`src/rtl/dcache_lane_arbiter_pkg.sv`:
```
// Shared types and bus-width helpers for the two-lane dcache port arbiter.
package dcache_lane_arbiter_pkg;

    localparam int LANE_ID_W = 1;

    typedef enum logic [1:0] {
        ST_IDLE    = 2'd0,
        ST_RD_PEND = 2'd1,
        ST_DRAIN   = 2'd2
    } arb_state_e;

    // Packed request bus {op, addr, uncached, awstrb, wdata} as a lane drives it.
    function automatic int exm_dcache_wd_w(input int addr_w, input int data_w);
        return 1 + addr_w + 1 + 4 + data_w;
    endfunction

    // Packed response bus {rvalid, rdata}.
    function automatic int exm_dcache_rd_w(input int data_w);
        return 1 + data_w;
    endfunction

endpackage

```
`src/rtl/dcache_owner_fifo.sv`:
```
// Ring of {owner, kill} tags for in-flight dcache reads, oldest at the head.
module dcache_owner_fifo
    import dcache_lane_arbiter_pkg::*;
#(
    parameter int MAX_OUT = 2,
    localparam int CNT_W = $clog2(MAX_OUT + 1)
) (
    input  logic                 aclk,
    input  logic                 aresetn,
    input  logic                 push,
    input  logic [LANE_ID_W-1:0] push_owner,
    input  logic                 pop,
    input  logic                 kill_all,
    output logic [LANE_ID_W-1:0] head_owner,
    output logic                 head_kill,
    output logic [CNT_W-1:0]     count
);

    localparam int PTR_W = (MAX_OUT > 1) ? $clog2(MAX_OUT) : 1;

    logic [LANE_ID_W-1:0] r_owner [MAX_OUT];
    logic [MAX_OUT-1:0]   r_kill;
    logic [PTR_W-1:0]     r_wr_ptr;
    logic [PTR_W-1:0]     r_rd_ptr;
    logic [CNT_W-1:0]     r_count;

    function automatic logic [PTR_W-1:0] next_ptr(input logic [PTR_W-1:0] p);
        return (p == PTR_W'(MAX_OUT - 1)) ? PTR_W'(0) : p + PTR_W'(1);
    endfunction

    // Entry storage, pointers and occupancy; a push during kill_all is born dead.
    always_ff @(posedge aclk or negedge aresetn) begin
        if (!aresetn) begin
            for (int i = 0; i < MAX_OUT; i++) begin
                r_owner[i] <= '0;
            end
            r_kill   <= '0;
            r_wr_ptr <= '0;
            r_rd_ptr <= '0;
            r_count  <= '0;
        end else begin
            if (kill_all) begin
                r_kill <= '1;
            end
            if (push) begin
                r_owner[r_wr_ptr] <= push_owner;
                r_kill[r_wr_ptr]  <= kill_all;
                r_wr_ptr          <= next_ptr(r_wr_ptr);
            end
            if (pop) begin
                r_rd_ptr <= next_ptr(r_rd_ptr);
            end
            case ({push, pop})
                2'b10:   r_count <= r_count + CNT_W'(1);
                2'b01:   r_count <= r_count - CNT_W'(1);
                default: r_count <= r_count;
            endcase
        end
    end

    assign head_owner = r_owner[r_rd_ptr];
    assign head_kill  = r_kill[r_rd_ptr];
    assign count      = r_count;

endmodule

```
`src/rtl/dcache_lane_arbiter.sv`:
```
// Shares the dcache request port between two execute lanes in program order
// and steers read responses back to the lane that issued them.
module dcache_lane_arbiter
    import dcache_lane_arbiter_pkg::*;
#(
    parameter int ADDR_W  = 32,
    parameter int DATA_W  = 32,
    parameter int MAX_OUT = 2
) (
    input  logic              aclk,
    input  logic              aresetn,
    input  logic              flush,
    input  logic              l0_valid,
    output logic              l0_ready,
    input  logic              l0_op,
    input  logic [ADDR_W-1:0] l0_addr,
    input  logic              l0_uncached,
    input  logic [3:0]        l0_awstrb,
    input  logic [DATA_W-1:0] l0_wdata,
    output logic              l0_rvalid,
    output logic [DATA_W-1:0] l0_rdata,
    input  logic              l1_valid,
    output logic              l1_ready,
    input  logic              l1_op,
    input  logic [ADDR_W-1:0] l1_addr,
    input  logic              l1_uncached,
    input  logic [3:0]        l1_awstrb,
    input  logic [DATA_W-1:0] l1_wdata,
    output logic              l1_rvalid,
    output logic [DATA_W-1:0] l1_rdata,
    output logic              dc_valid,
    input  logic              dc_ready,
    output logic              dc_op,
    output logic [ADDR_W-1:0] dc_addr,
    output logic              dc_uncached,
    output logic [3:0]        dc_awstrb,
    output logic [DATA_W-1:0] dc_wdata,
    input  logic              dc_rvalid,
    input  logic [DATA_W-1:0] dc_rdata,
    output logic              busy,
    output logic              err
);

    localparam int CNT_W         = $clog2(MAX_OUT + 1);
    localparam int EXM_DCACHE_WD = exm_dcache_wd_w(ADDR_W, DATA_W);

    arb_state_e r_state;
    logic       r_err;

    logic [EXM_DCACHE_WD-1:0] w_l0_req;
    logic [EXM_DCACHE_WD-1:0] w_l1_req;
    logic [EXM_DCACHE_WD-1:0] w_sel_req;
    logic [EXM_DCACHE_WD-1:0] w_dc_req;
    logic [CNT_W-1:0]         w_cnt;
    logic [CNT_W-1:0]         w_cnt_nxt;
    logic [LANE_ID_W-1:0]     w_head_owner;
    logic                     w_head_kill;
    logic                     w_sel;
    logic                     w_sel_op;
    logic                     w_pop;
    logic                     w_push;
    logic                     w_can_issue;
    logic                     w_dc_valid;
    logic                     w_accept;
    logic                     w_deliver;

    assign w_l0_req = {l0_op, l0_addr, l0_uncached, l0_awstrb, l0_wdata};
    assign w_l1_req = {l1_op, l1_addr, l1_uncached, l1_awstrb, l1_wdata};

    // Program-order select and issue check; a write needs the queue empty by the end of the cycle.
    always_comb begin
        w_sel       = ~l0_valid;
        w_sel_req   = w_sel ? w_l1_req : w_l0_req;
        w_sel_op    = w_sel_req[EXM_DCACHE_WD-1];
        w_can_issue = 1'b0;
        if ((r_state == ST_DRAIN) || flush) begin
            w_can_issue = 1'b0;
        end else if (w_sel_op) begin
            w_can_issue = (w_cnt == CNT_W'(0)) || ((w_cnt == CNT_W'(1)) && w_pop);
        end else begin
            w_can_issue = (w_cnt < CNT_W'(MAX_OUT)) || w_pop;
        end
    end

    assign w_pop      = dc_rvalid & (w_cnt != CNT_W'(0));
    assign w_dc_valid = aresetn & (l0_valid | l1_valid) & w_can_issue;
    assign w_accept   = w_dc_valid & dc_ready;
    assign w_push     = w_accept & ~w_sel_op;
    assign w_cnt_nxt  = w_cnt + CNT_W'(w_push) - CNT_W'(w_pop);
    assign w_deliver  = w_pop & ~w_head_kill & ~flush;
    assign w_dc_req   = w_dc_valid ? w_sel_req : '0;

    dcache_owner_fifo #(
        .MAX_OUT (MAX_OUT)
    ) u_owner_fifo (
        .aclk       (aclk),
        .aresetn    (aresetn),
        .push       (w_push),
        .push_owner (LANE_ID_W'(w_sel)),
        .pop        (w_pop),
        .kill_all   (flush),
        .head_owner (w_head_owner),
        .head_kill  (w_head_kill),
        .count      (w_cnt)
    );

    // Arbiter state plus the sticky orphan-response error flag.
    always_ff @(posedge aclk or negedge aresetn) begin
        if (!aresetn) begin
            r_state <= ST_IDLE;
            r_err   <= 1'b0;
        end else begin
            if (dc_rvalid && (w_cnt == CNT_W'(0))) begin
                r_err <= 1'b1;
            end
            case (r_state)
                ST_IDLE, ST_RD_PEND: begin
                    if (flush && (w_cnt_nxt != CNT_W'(0))) begin
                        r_state <= ST_DRAIN;
                    end else if (w_cnt_nxt != CNT_W'(0)) begin
                        r_state <= ST_RD_PEND;
                    end else begin
                        r_state <= ST_IDLE;
                    end
                end
                ST_DRAIN: begin
                    if (w_cnt_nxt == CNT_W'(0)) begin
                        r_state <= ST_IDLE;
                    end
                end
                default: r_state <= ST_IDLE;
            endcase
        end
    end

    assign dc_valid = w_dc_valid;
    assign {dc_op, dc_addr, dc_uncached, dc_awstrb, dc_wdata} = w_dc_req;
    assign l0_ready  = w_accept & ~w_sel;
    assign l1_ready  = w_accept & w_sel;
    assign l0_rvalid = w_deliver & (w_head_owner == LANE_ID_W'(0));
    assign l1_rvalid = w_deliver & (w_head_owner == LANE_ID_W'(1));
    assign l0_rdata  = aresetn ? dc_rdata : '0;
    assign l1_rdata  = aresetn ? dc_rdata : '0;
    assign busy      = aresetn & (w_cnt != CNT_W'(0));
    assign err       = r_err;

endmodule
```
`config.mk`:
```
export PLATFORM = sky130hd
export DESIGN_NAME = dcache_lane_arbiter
export DESIGN_NICKNAME = d
export VERILOG_FILES = /design/src/rtl/dcache_lane_arbiter_pkg.sv /design/src/rtl/dcache_owner_fifo.sv /design/src/rtl/dcache_lane_arbiter.sv
export SDC_FILE = /design/constraint.sdc
export NUM_CORES = 1
export LEC_CHECK = 0
export BUFFER_PORTS_ARGS = -buffer_cell sky130_fd_sc_hd__clkbuf_2
export CAP_MARGIN = 10
export CORE_AREA = 3 3 125 127
export DETAILED_ROUTE_END_ITERATION = 7
export DIE_AREA = 0 0 128 130
export GPL_TIMING_DRIVEN = 0
export RECOVER_POWER = 100
export SLEW_MARGIN = 20
export SYNTH_ARGS = -nofsm -noshare
export SYNTH_HDL_FRONTEND = slang
export SYNTH_SLANG_ARGS = --single-unit
```
`constraint.sdc`:
```
create_clock -name aclk -period 2.75 [get_ports aclk]
set_input_delay 0.1375 -clock aclk [delete_from_list [all_inputs] [get_ports aclk]]
set_output_delay 0.1375 -clock aclk [all_outputs]
set_load 0.02 [all_outputs]
```
==> impl_metrics.toml, run 1 <==
[run_status]
run_status = "completed"

[clocking]
htreeDepth = 1
cts_setup_buffers = 0
clock_path_buffers = 2
cts_inserted_buffers = 3
cts_root_buf = "clkbuf_16"
clk_pin_slew_ns = 0.04
cts_tree = "built"
clk_latency_ns = 0.24
clock-sinks = 11

[global_route]
grt_usage_pct = 12.0
grt_pass1_vias = 2989
gr-total-overflow = 0
grt_pass1_wl_mm = 15.6
antenna_found_initial = 1
grt_max_degree = 19

[place]
io_buffer_count = 319
place.gp.congestion = 0.753
place_hpwl_mm = 10.1
placed_area_um2 = 3950
place_ws_ns = 0.0603

[yosys]
netlist-cell-type-count = 27
ys.flop_type = "dfrtp_1"
syn_nets = 466
synth_top_area_share_pct = 34.4
synth_edf_count = 0
async_reset_ff_share_pct = 100
yosysWarningCount = 0
synth_top_area_cell = "mux2i_1"
syn_inst = 283
syn_avg_cell_area_um2 = 7.52
syn_area_um2 = 2130
seq_area_frac_synth_pct = 12.9
ys_top_cells_by_area = "mux2i_1 34%, nor2_1 13%, dfrtp_1 13%"
synth.ff_latch_count = 11

[drt]
drtAntennaViolNets = 0
via_per_inst = 3.90
vias = 3091
post_drt_wl_per_cell_um = 14.1
drc = 0
drt_iter0_drc = 84
first_pass_iters = 4
routed_wl_mm = 11.2

[setup_path]
reg2reg_to = "r_state[0]$_DFFE_PN0P_"
crit_type = "flip-flop to flip-flop"
cp_max_fo = 5
r2r_setup_slack_ns = 0.13
reg2reg_depth = 12
end_kind = "flip-flop"
cp-start-kind = "flip-flop"
rr_startpoint = "u_owner_fifo.count[1]$_DFFE_PN0N_"
crit_arrival_ns = 2.77
cp.required_ns = 2.90

[sta]
fin_skew_ns = 0.000230
final_max_slew_viol_count = 0
hold_viol_final = 0
tightest_slew_ns = 0.762
rsz0062_at_grt = "yes"
setup-violations-final = 0
fmax_mhz = 382
setup_ws_ns = 0.130
slew_headroom_pct = 49.2
finalCriticalPeriod_ns = 2.62
tns_ns = 0
fin_crit_sh_pct = 95.3

[power_and_ir_drop]
netSwitchingFraction_pct = 45.1
peakVddDrop_mv = 0.188
powerDensity_nw_per_um2 = 389
switching_power_uw = 711
p_leak_uw = 0.00253
p_seq_share_pct = 17.4
p_int_uw = 867
clkPwrFrac_pct = 16.8
combPwrFrac_pct = 65.8

[finish]
fin_util_pct = 27.9
n_fill_cell = 1611
seq_area_um2 = 275
design_area_um2 = 4050
synthToLayoutAreaGrowth_pct = 90.5
final_nets = 791
drive_gt1_share_pct = 60.8
multi_input_area_um2 = 1510

[min_path]
hold_path_class = "input pin to flip-flop"
holdPathStages = 2
min_delay_worst_endpoint = "err$_DFFE_PN0P_"
worstHoldStart = "dc_rvalid"

[floorplan]
die_area_um2 = 16600
start_util_pct = 14.6
die_w_um = 128
ios = 320
core-area_um2 = 14500
die_h_um = 130
row_count = 44

[flow_run]
drv_cap = 0
==> worst max-delay path: stages, from the launching register on <==
cell and delay [ns]:
dfrtp_1 0.41, inv_1 0.12, ha_2 0.22, nor2_1 0.08
a2111oi_4 0.38, nand3_1 0.18, ha_1 0.37, inv_1 0.06
ha_1 0.18, xnor2_1 0.18, xnor2_1 0.14, nor2_1 0.07
nor3_1 0.13
==> cell type report <==
class | count | area share, %
sequential | 11 | 6.79
inverter | 8 | 0.741
multi-input combinational | 214 | 37.2
antenna | 2 | 0.123
clock buffer | 3 | 1.85
timing repair buffer | 320 | 39.7
buffer | 50 | 7.84
tap | 184 | 5.68
clock inverter | 1 | 0.123
==> worst max path at each step <==
stage	from	slack, ns	cells past startpoint	endpoint
2_1_floorplan	u_owner_fifo.count[1]$_DFFE_PN0N_	0.30	12	r_state[0]$_DFFE_PN0P_
3_3_place_gp	u_owner_fifo.count[1]$_DFFE_PN0N_	0.11	12	r_state[1]$_DFFE_PN0P_
3_5_place_dp	u_owner_fifo.count[1]$_DFFE_PN0N_	0.06	12	r_state[0]$_DFFE_PN0P_
5_1_grt	u_owner_fifo.count[1]$_DFFE_PN0N_	-0.03	12	r_state[0]$_DFFE_PN0P_
4_1_cts	u_owner_fifo.count[1]$_DFFE_PN0N_	0.03	8	l1_ready
6_report	u_owner_fifo.count[1]$_DFFE_PN0N_	0.13	12	r_state[0]$_DFFE_PN0P_
==> what timing repair did <==
| item | 4_1_cts | 5_1_grt |
|---|---|---|
| setup endpoints to repair | 0 | 12 |
| hold endpoints to repair | 11 | 0 |
| hold buffers | 1 | 0 |
| gates resized for setup | 0 | 3 |
==> state kept, by name, indices dropped and copies added, names as in the netlist <==
register and cells:
u_owner_fifo.r_wr_ptr 1, u_owner_fifo.count 2, u_owner_fifo.r_kill 2, u_owner_fifo.r_owner 2
u_owner_fifo.r_rd_ptr 1, err 1, r_state 2
==> power by group through the flow <==
stage | combinational, µW | clock (µW) | sequential [µW]
finish | 1040 | 265 | 274
global route | 1150 | 281 | 280
detailed placement | 1050 | 0 | 277
global placement | 1040 | 0 | 273
CTS | 1060 | 270 | 274
floorplan | 676 | 0 | 263
==> cell usage in the layout (no fill, tap or decap) <==
cell           netlist  layout
clkbuf_2             0     317
ha_2                 0       1
nor2b_1              2       2
buf_2                8       8
a2111oi_4            1       1
diode_2              0       2
clkbuf_16            0       3
mux2_4               1       1
and2_1              33      33
inv_2                1       1
inv_1                7       7
o21ai_0              1       1
ha_1                 4       3
xnor2_1              6       6
a21oi_1              2       2
nor3b_2              1       1
nand4b_1             1       1
nand4_1              1       1
nor2_1              75      75
mux2_2               1       1
dlygate4sd3_1        0       1
o21ai_2              1       1
dfrtp_1             11      11
nand2_1              2       2
clkbuf_1            10      11
clkbuf_4             0       1
nor3_1               1       1
a21o_1               3       3
nand3_1              1       1
mux2i_1             73      73
and3_1               2       2
nand2b_1             2       2
clkinv_2             0       1
buf_4               32      32
==> per-layer routing <==
layer,share of wire [%],vias to the layer above,track usage (%)
li1,-,1548,-
met1,37,1325,12.8
met2,52,206,23.7
met3,9.7,12,2.46
met4,1.2,0,3.18
met5,0,-,0
==> cells in the mapped netlist (2+ instances only) <==
cell      instances
nand2_1           2
and3_1            2
nor2b_1           2
inv_1             7
nor2_1           75
a21o_1            3
clkbuf_1         10
a21oi_1           2
ha_1              4
dfrtp_1          11
nand2b_1          2
mux2i_1          73
xnor2_1           6
and2_1           33
buf_2             8
buf_4            32
==> stage by stage <==
stage,power [µW],hold WS (ns),cells
global placement,1320,0.0871,786
finish,1580,0.117,793
CTS,1600,0.120,791
detailed placement,1330,0.0921,786
global route,1710,0.131,792
floorplan,939,-0.158,283
==> cells by family (layout without fill, tap and decap cells) <==
group           Yosys count  count (layout)  synth area share, %
simple gates            121             121                 26.8
mux                      75              75                 35.6
buf+inv                  58             382                 16.4
flops                    11              11                 12.9
compound gates            8               8                 3.47
xor+xnor                  6               6                 2.47
fa+ha+maj                 4               4                 2.35
other cells               0               2                    0
(Power assumes the default switching activity.)
==> run 2: changes to the inputs <==
CORE_AREA = 3 3 122 124   (was 3 3 125 127)
DIE_AREA = 0 0 125 127   (was 0 0 128 130)
clock period = 3.13 ns   (was 2.75 ns; I/O delays follow)
==> run 2 against run 1 <==
Sequential power is 12% lower; combinational power shrank 14%; largest cell class unchanged; sequential share of layout area increased by 0.23 points; utilization is 0.35 points higher; setup slack better by 0.13 ns; sequential cell count stayed put; worst hold slack improved by 0.032 ns; global-route usage is 1.3 points higher; critical path type is now flip-flop to output pin; power fell by 14%; clock skew grew 0.0041 ns; count of clock-buffer cells in the layout up 1; non-clock buffer count stayed put.
==> impl_metrics.toml, run 2 (synthesis gave the netlist of run 1 again) <==
[power_and_ir_drop]
p_leak_uw = 0.00220
combPwrFrac_pct = 65.3
powerDensity_nw_per_um2 = 348
peakVddDrop_mv = 0.175
clkPwrFrac_pct = 17.0
p_seq_share_pct = 17.7
netSwitchingFraction_pct = 46.2
p_int_uw = 732
switching_power_uw = 630

[sta]
hold_viol_final = 0
fin_skew_ns = 0.00437
setup-violations-final = 0
finalCriticalPeriod_ns = 2.87
hold_slack_ns = 0.150
slew_headroom_pct = 41.2
fmax_mhz = 348
tns_ns = 0
final_max_slew_viol_count = 0
tightest_slew_ns = 0.882
rsz0062_at_grt = "no"
fin_crit_sh_pct = 91.8

[drt]
drt_iter0_drc = 64
routed_wl_mm = 11.6
post_drt_wl_per_cell_um = 14.8
via_per_inst = 3.95
drtAntennaViolNets = 0
first_pass_iters = 4
vias = 3111
drc = 0

[place]
place.gp.congestion = 0.794
io_buffer_count = 319
place_hpwl_mm = 10.4

[clocking]
cts_tree = "built"
cts_root_buf = "clkbuf_16"
clock_path_buffers = 2
clock-sinks = 11
clk_latency_ns = 0.24
cts_inserted_buffers = 3
clk_pin_slew_ns = 0.04
htreeDepth = 1

[global_route]
grt_usage_pct = 13.2
busiest_layer = "met2"
grt_pass1_wl_mm = 16.9
gr-total-overflow = 0
met3_usage_pct = 4.22
antenna_found_initial = 0
use_met1_pct = 15.3
grt_max_degree = 19
grt_pass1_vias = 3043
grt.met2_usage_pct = 24.3

[finish]
drive_gt1_share_pct = 45.0
final_common_cell = "clkbuf_2"
final_cell_mix = "231 x clkbuf_2, 106 x clkbuf_1, 75 x nor2_1"
final_nets = 791
n_antenna_cell = 0
synthToLayoutAreaGrowth_pct = 84.2

[floorplan]
die_w_um = 125
core-area_um2 = 13900
start_util_pct = 15.3
row_count = 43
die_h_um = 127
die_area_um2 = 15900
ios = 320

[setup_path]
crit_start = "u_owner_fifo.count[1]$_DFFE_PN0N_"
cp_max_fo = 10
slowest_delay_ns = 0.55
rr_startpoint = "u_owner_fifo.count[1]$_DFFE_PN0N_"
critical_path.top_delay_family = "buffers and inverters"
cp-start-kind = "flip-flop"
crit_slowest_cell = "o21ai_2"
crit_chain = "inv_1 -> ha_1 -> nand2b_1 -> inv_1 -> o21ai_2 -> clkbuf_2 -> nor2_1 -> clkbuf_2"
crit_arrival_ns = 2.72
end_kind = "output pin"
path_buf_inv = 4
crit_type = "flip-flop to output pin"
cp.required_ns = 2.97

[min_path]
worstHoldStart = "dc_rvalid"
hold_path_class = "input pin to flip-flop"

[run_status]
run_status = "completed"

[flow_run]
drv_cap = 0
==> run 2: cell count changes in the layout (fill, tap and decap cells not counted) <==
cell	before	now
diode_2	2	0
clkinv_2	1	0
and2_1	33	1
clkbuf_4	1	0
ha_1	3	4
buf_2	8	1
ha_2	1	0
and2_0	0	32
clkbuf_1	11	106
clkbuf_2	317	231
==> run 2: worst register-to-register path, stage by stage (launching register included) <==
cell,delay (ns)
dfrtp_1,0.42
inv_1,0.11
ha_1,0.25
nor2_1,0.10
a2111oi_4,0.44
nand3_1,0.19
ha_1,0.38
inv_1,0.06
ha_1,0.20
xnor2_1,0.19
xnor2_1,0.14
nor2_1,0.07
nor3_1,0.13
==> run 2: cell type report <==
class,instances,area (µm²)
well taps,180,225
plain buffers,50,310
clock buffers,4,78.8
repair buffers,320,1500
fillers,1625,9960
multi-input cells,214,1500
inverters,8,30.0
flip-flops and latches,11,275
==> run 2: final timing paths <==
check	endpoint	cells past startpoint	slack, ns
max in group asynchronous	u_owner_fifo.r_wr_ptr$_DFFE_PN0P_	2	2.46
setup reg to reg	r_state[0]$_DFFE_PN0P_	12	0.36
min in group asynchronous	r_state[0]$_DFFE_PN0P_	2	0.38
hold reg to reg	r_state[0]$_DFFE_PN0P_	1	0.46
hold / removal	err$_DFFE_PN0P_	2	0.15
setup / recovery	dc_wdata[6]	8	0.26
==> run 2: metrics by stage <==
step	worst slack, ns	total power (µW)	utilization (%)	cells	instance area (µm²)
global route	0.0571	1470	28.2	787	3920
floorplan	0.683	825	-	283	2130
CTS	0.200	1410	29.1	787	4040
detailed placement	0.332	1170	28.4	782	3950
finish	0.256	1360	28.2	787	3920
global placement	0.419	1160	28.4	782	3950
==> run 2: repair_timing <==
item,CTS,global route
gates resized for setup,0,0
endpoints found under the hold margin,11,0
hold buffers,1,0
setup buffers,0,0
==> run 2: power groups by stage <==
stage	Clock (µW)	Sequential (µW)	Combinational, µW
after floorplan	0	231	594
after global placement	0	241	921
after detailed placement	0	241	930
after CTS	236	241	932
after global routing	243	247	982
final	232	241	890
==> run 2: metal layers <==
metal,up-vias,wire [µm]
met4,0,114
met3,8,1250
met2,200,5900
met5,-,0
li1,1549,-
met1,1354,4360
==> run 3: changes to the inputs <==
--- a/constraint.sdc
+++ b/constraint.sdc
@@ -3,2 +3,2 @@
 set_output_delay 0.1565 -clock aclk [all_outputs]
-set_load 0.02 [all_outputs]
+set_load 0.005 [all_outputs]
==> run 3 against run 2 <==
Critical path depth unchanged; setup slack better by 0.069 ns; sequential power is essentially flat; routed wire length shrank 0.42%; clock power is essentially flat; final cell count is the same; die area unchanged; register-to-register slack about the same; fmax is 2.5% higher; power decreased by 10%; first-iteration DRC count is 9.4% higher; sequential cell count unchanged; critical path type unchanged; critical endpoint is now dc_wdata[8].
==> impl_metrics.toml, run 3 (synthesis gave the netlist of run 1 again) <==
[drt]
drt_iter0_drc = 70
routed_wl_mm = 11.6
post_drt_wl_per_cell_um = 14.7
drtAntennaViolNets = 0
via_per_inst = 3.94
wl_met1_mm = 4.35
route.met2.wl_mm = 5.87
vias = 3099
drc = 0
first_pass_iters = 4
top_layer = "met4"
wl_met3_mm = 1.24

[power_and_ir_drop]
peakVddDrop_mv = 0.174
powerDensity_nw_per_um2 = 307
p_leak_uw = 0.00235
finalPower_uw = 1220

[global_route]
grt_usage_pct = 13.2
grt_pass1_vias = 3043
grt_max_degree = 19
gr-total-overflow = 0
antenna_found_initial = 0
grt_pass1_wl_mm = 16.9

[sta]
fin_crit_sh_pct = 89.6
setup-violations-final = 0
finalCriticalPeriod_ns = 2.81
hold_slack_ns = 0.150
tightest_slew_ns = 0.864
tns_ns = 0
rsz0062_at_grt = "no"
slew_headroom_pct = 42.4
final_max_slew_viol_count = 0
fmax_mhz = 356
fin_skew_ns = 0.00439
hold_viol_final = 0

[clocking]
clock-sinks = 11
cts_inserted_buffers = 3
cts_tree = "built"
cts-hold-fix-buffers = 1
cts_root_buf = "clkbuf_16"
clk_pin_slew_ns = 0.04
clock_path_buffers = 2
htreeDepth = 1
clk_latency_ns = 0.24
cts_resized = 0
cts_setup_buffers = 0

[floorplan]
die_w_um = 125
start_util_pct = 15.3
ios = 320
die_h_um = 127
row_count = 43
core-area_um2 = 13900
die_area_um2 = 15900

[finish]
final_cell_mix = "277 x clkbuf_2, 75 x nor2_1, 73 x mux2i_1"
final_common_cell = "clkbuf_2"
n_antenna_cell = 0
final_nets = 791
synthToLayoutAreaGrowth_pct = 86.7
fin_util_pct = 28.6
drive_gt1_share_pct = 52.2
n_fill_cell = 1591

[setup_path]
cp.required_ns = 2.97
end_kind = "output pin"
cp_max_fo = 10
crit_arrival_ns = 2.65
crit_type = "flip-flop to output pin"
cp-start-kind = "flip-flop"

[place]
place.gp.congestion = 0.794
io_buffer_count = 319
place_hpwl_mm = 10.4

[flow_run]
drv_cap = 0

[run_status]
run_status = "completed"

[min_path]
hold_path_class = "input pin to flip-flop"
run 3: path summary, 6_finish.rpt:
check,start,to,slack [ns],depth (start not counted)
hold reg to reg,r_state[1]$_DFFE_PN0P_,r_state[0]$_DFFE_PN0P_,0.46,1
setup reg to reg,u_owner_fifo.count[1]$_DFFE_PN0N_,r_state[0]$_DFFE_PN0P_,0.36,12
hold / removal,dc_rvalid,err$_DFFE_PN0P_,0.15,2
max in group asynchronous,aresetn,u_owner_fifo.r_wr_ptr$_DFFE_PN0P_,2.46,2
setup / recovery,u_owner_fifo.count[1]$_DFFE_PN0N_,dc_wdata[8],0.32,8
min in group asynchronous,aresetn,r_state[0]$_DFFE_PN0P_,0.38,2
run 3: routing by layer:
| metal | vias up | track usage (%) |
|---|---|---|
| li1 | 1549 | - |
| met1 | 1348 | 15.3 |
| met2 | 194 | 24.3 |
| met3 | 8 | 4.22 |
| met4 | 0 | 2.30 |
| met5 | - | 0 |
run 3: power by group:
part           switching [µW]  internal [µW]  total, µW
clock network            61.1            171        232
logic                     374            374        748
registers                45.1            196        241
run 3: area by class of cell:
type / instances / area, µm² / area share [%]
multi-input cells: 214 / 1500 / 37.7
clock buffers: 4 / 78.8 / 1.98
inverters: 8 / 30.0 / 0.756
plain buffers: 50 / 310 / 7.81
repair buffers: 320 / 1550 / 39.1
well taps: 180 / 225 / 5.67
flip-flops and latches: 11 / 275 / 6.93
run 3: stage by stage:
| step | cell area [µm²] | setup WS [ns] | cells |
|---|---|---|---|
| 3_5_place_dp | 3950 | 0.332 | 782 |
| 6_report | 3970 | 0.325 | 787 |
| 3_3_place_gp | 3950 | 0.419 | 782 |
| 4_1_cts | 4040 | 0.242 | 787 |
| 5_1_grt | 3970 | 0.109 | 787 |
| 2_1_floorplan | 2130 | 0.683 | 283 |
run 3: worst max-delay path, stage by stage (launching register included):
cell      delay (ns)
dfrtp_1         0.42
inv_1           0.11
ha_1            0.25
nand2b_1        0.26
inv_1           0.11
o21ai_2         0.53
clkbuf_2        0.46
nor2_1          0.11
clkbuf_1        0.16
